## src/rtl/piso_serializer.sv

```systemverilog
// rtl/piso_serializer.sv - parallel-in serial-out word serializer, LSB first
// Words are accepted on a valid/ready handshake and shifted out one bit per en-high cycle.
module piso_serializer #(
   parameter int N = 8
) (
   input  logic         clk,
   input  logic         reset_n,
   input  logic         load_valid,
   output logic         load_ready,
   input  logic [N-1:0] D,
   input  logic         en,
   output logic         SO,
   output logic         SO_valid,
   output logic         busy,
   output logic         done
);

   localparam int CW = (N > 1) ? $clog2(N) : 1;
   localparam logic [CW-1:0] LAST = CW'(N - 1);

   typedef enum logic {
      IDLE  = 1'b0,
      SHIFT = 1'b1
   } state_t;

   state_t         state;
   state_t         state_nxt;
   logic [N-1:0]   q_reg;
   logic [N-1:0]   q_nxt;
   logic [CW-1:0]  cnt;
   logic [CW-1:0]  cnt_nxt;
   logic           at_last;
   logic           handshake;

   assign at_last    = (state == SHIFT) && (cnt == LAST);
   // Ready on the last bit lets back-to-back words stream without a gap.
   assign load_ready = en & ((state == IDLE) | at_last);
   assign handshake  = load_valid & load_ready;

   assign SO       = (state == SHIFT) & q_reg[0];
   assign SO_valid = (state == SHIFT);
   assign busy     = (state == SHIFT);
   assign done     = at_last & en;

   always_comb begin
      state_nxt = state;
      q_nxt     = q_reg;
      cnt_nxt   = cnt;
      if (handshake) begin
         state_nxt = SHIFT;
         q_nxt     = D;
         cnt_nxt   = '0;
      end else if (en && (state == SHIFT)) begin
         if (at_last) begin
            state_nxt = IDLE;
            q_nxt     = '0;
            cnt_nxt   = '0;
         end else begin
            q_nxt   = {1'b0, q_reg[N-1:1]};
            cnt_nxt = cnt + CW'(1);
         end
      end
   end

   always_ff @(posedge clk or negedge reset_n) begin
      if (!reset_n) begin
         state <= IDLE;
         q_reg <= '0;
         cnt   <= '0;
      end else begin
         state <= state_nxt;
         q_reg <= q_nxt;
         cnt   <= cnt_nxt;
      end
   end

endmodule
```

## config.mk

```make
export PLATFORM = sky130hd
export DESIGN_NAME = piso_serializer
export DESIGN_NICKNAME = d
export VERILOG_FILES = /design/src/rtl/piso_serializer.sv
export SDC_FILE = /design/constraint.sdc
export NUM_CORES = 1
export LEC_CHECK = 0
export ABC_AREA = 1
export CAP_MARGIN = 20
export CORE_UTILIZATION = 45
export DETAILED_ROUTE_END_ITERATION = 10
export PLACE_DENSITY = 0.76
export REMOVE_ABC_BUFFERS = 1
export SLEW_MARGIN = 0
export SYNTH_ARGS = -nofsm -noshare
export SYNTH_HDL_FRONTEND = slang
export SYNTH_SLANG_ARGS = --single-unit
```

## constraint.sdc

```tcl
create_clock -name clk -period 3.8 [get_ports clk]
set_input_delay 0.76 -clock clk [delete_from_list [all_inputs] [get_ports clk]]
set_output_delay 0.76 -clock clk [all_outputs]
set_load 0.01 [all_outputs]
```

==> flow_summary.json <==
{
  "post_dp_cell_area_um2": 767,
  "post-route-cell-area_um2": 803,
  "synth_warnings": 0,
  "port_buffers": 16,
  "critPathLaunchType": "primary input",
  "leakagePower_nw": 0.397,
  "worst_pin_slew_ns": 0.541,
  "area_growth_pct": 31.0,
  "yosys.cell_count.top_type": "nand2_1",
  "crit_arrival_ns": 2.25,
  "track_usage": 0.216,
  "rsz0062_at_grt": "no",
  "wl_per_cell_um": 12.1,
  "multi_input_area_um2": 267,
  "row_count": 12,
  "synthFlopType": "dfrtp_1",
  "power_w": 0.000506,
  "fin_worst_skew_ns": 0.000576,
  "clockBufferDepth": 2,
  "layout_min_cycle_time_ns": 3.01,
  "cts-hold-fix-buffers": 0,
  "drt-total-wl_mm": 1.28,
  "setup_violations": 0,
  "status": "finished clean",
  "first_pass_iters": 4,
  "core_area_mm2": 0.00119,
  "insertedDiodeCount": 0,
  "synth_compound_area_frac": 0.0776,
  "ys_types": 14,
  "pin_count": 17,
  "worst-path-max-fanout": 8,
  "cts_resized": 0,
  "worst-r2r-setup-slack_ns": 2.22,
  "start_util": 0.517,
  "synthArstFlopShare": 1.00,
  "grt_pass1_vias": 491,
  "yosys.area.top_type": "dfrtp_1",
  "seqCellArea_um2": 300,
  "synth_area_um2": 613,
  "hold_violations": 0,
  "drc": 0,
  "die_height_um": 38.9,
  "die_w_um": 38.9,
  "endpoint_kind": "primary output",
  "cts-htree-levels": 1,
  "fin_setup_tns_ns": 0,
  "synth_top_area_share": 0.490,
  "grt_pass1_wl_mm": 2.15,
  "critPathKind": "in2out",
  "cts.sinks": 12,
  "dp_slack_ns": 0.792,
  "drv_cap": 0,
  "synth-seq-cells": 12,
  "worstHoldStart": "q_reg[5]$_DFFE_PN0P_",
  "r2r-start": "cnt[0]$_DFFE_PN0P_",
  "slew_violations": 0,
  "cts_tree": "yes",
  "clk_pin_slew_worst_paths_ns": 0.07,
  "grt_overflow_total": 0,
  "nFillCells": 104,
  "drive_above_1_share": 0.0761,
  "syn_inst": 75,
  "startpoint": "en",
  "largest_reg_flops": 8,
  "synth_sequential_area_ratio": 0.490,
  "gp_congestion": 0.752,
  "slew_headroom": 0.638,
  "fin_cells": 106,
  "grt_max_degree": 13,
  "cp.required_ns": 3.04,
  "synthTopCellsByCount": "29 x nand2_1, 15 x nand3_1, 12 x dfrtp_1, 6 x inv_1, 3 x o21ai_0",
  "synth_edf_count": 0,
  "post_cts_buffers": 0,
  "cts_root_buf": "clkbuf_4",
  "fin_nets": 107,
  "p_per_area_mw_per_mm2": 630,
  "synthMuxAreaShare": 0,
  "setup_slack_ns": 0.786,
  "synthXorXnorAreaFrac": 0,
  "hold_path_class": "reg2reg",
  "ir_drop_v": 0.000426,
  "fmax_mhz": 332,
  "hpwlAfterDp_um": 972,
  "finalCritPeriodShare": 0.793,
  "die_area_mm2": 0.00151,
  "synth_top_family_by_area": "simple AND/OR/NAND/NOR gates",
  "place_inst": 102,
  "synthTopCellsByArea": "dfrtp_1 49%, nand2_1 18%, nand3_1 12%, ha_1 4.1%, inv_1 3.7%",
  "drt_iter0_markers": 14,
  "antenna_found_initial": 0,
  "cts_made_buffers": 3,
  "clock_latency_ns": 0.27,
  "vias": 548,
  "synth_simple_gate_area_share": 0.316,
  "routed_via_density": 5.17,
  "synthAdderAreaFrac": 0.0408,
  "syn_avg_cell_area_um2": 8.17,
  "ant_nets": 0
}
where the power goes:
part | internal (W) | switching (W)
clock | 0.0000582 | 0.0000397
sequential | 0.000181 | 0.0000414
combinational | 0.0000912 | 0.0000950
stage by stage:
stage	hold WS, ns	util
3_3_place_gp	0.463	0.647
6_report	0.481	0.677
3_5_place_dp	0.467	0.647
2_1_floorplan	0.448	-
4_1_cts	0.486	0.677
5_1_grt	0.522	0.677
cell usage in the layout, fill, tap and decap left out:
cell / n
ha_1: 2
nand3_1: 15
clkdlybuf4s50_1: 16
o21ai_2: 1
nand2_1: 29
clkbuf_4: 3
nor2_1: 1
nor2_2: 1
o21ai_0: 3
clkbuf_8: 1
a21oi_4: 1
dfrtp_1: 12
inv_1: 6
o31ai_1: 1
area by class of cell:
class	count	share of cell area
timing repair buffer	16	0.199
multi-input combinational	54	0.332
inverter	6	0.0280
clock buffer	4	0.0452
sequential	12	0.374
tap	14	0.0218
cells by family (layout without fill, tap and decap cells):
logic type	after synthesis	after routing
simple gates	46	46
flops	12	12
buf+inv	9	26
compound gates	6	6
fa+ha+maj	2	2
metal layers:
metal	share of wire	vias up	GRT usage
met3	0.049	0	0.0867
li1	-	277	-
met2	0.51	15	0.358
met5	0	-	0
met4	0	0	0.0517
met1	0.44	256	0.259
worst paths after layout:
check	cells past startpoint	endpoint
worst max-delay path	4	load_ready
worst min-delay path	2	q_reg[5]$_DFFE_PN0P_
worst max register to register	8	q_reg[5]$_DFFE_PN0P_
worst min register to register	2	q_reg[5]$_DFFE_PN0P_
max in group asynchronous	1	q_reg[0]$_DFFE_PN0P_
min in group asynchronous	1	SO_valid$_DFFE_PN0P_
worst max-delay path, stage by stage:
cell	delay [ns]
clkdlybuf4s50_1	0.55
inv_1	0.12
a21oi_4	0.23
clkdlybuf4s50_1	0.58
(Power assumes the default switching activity.)
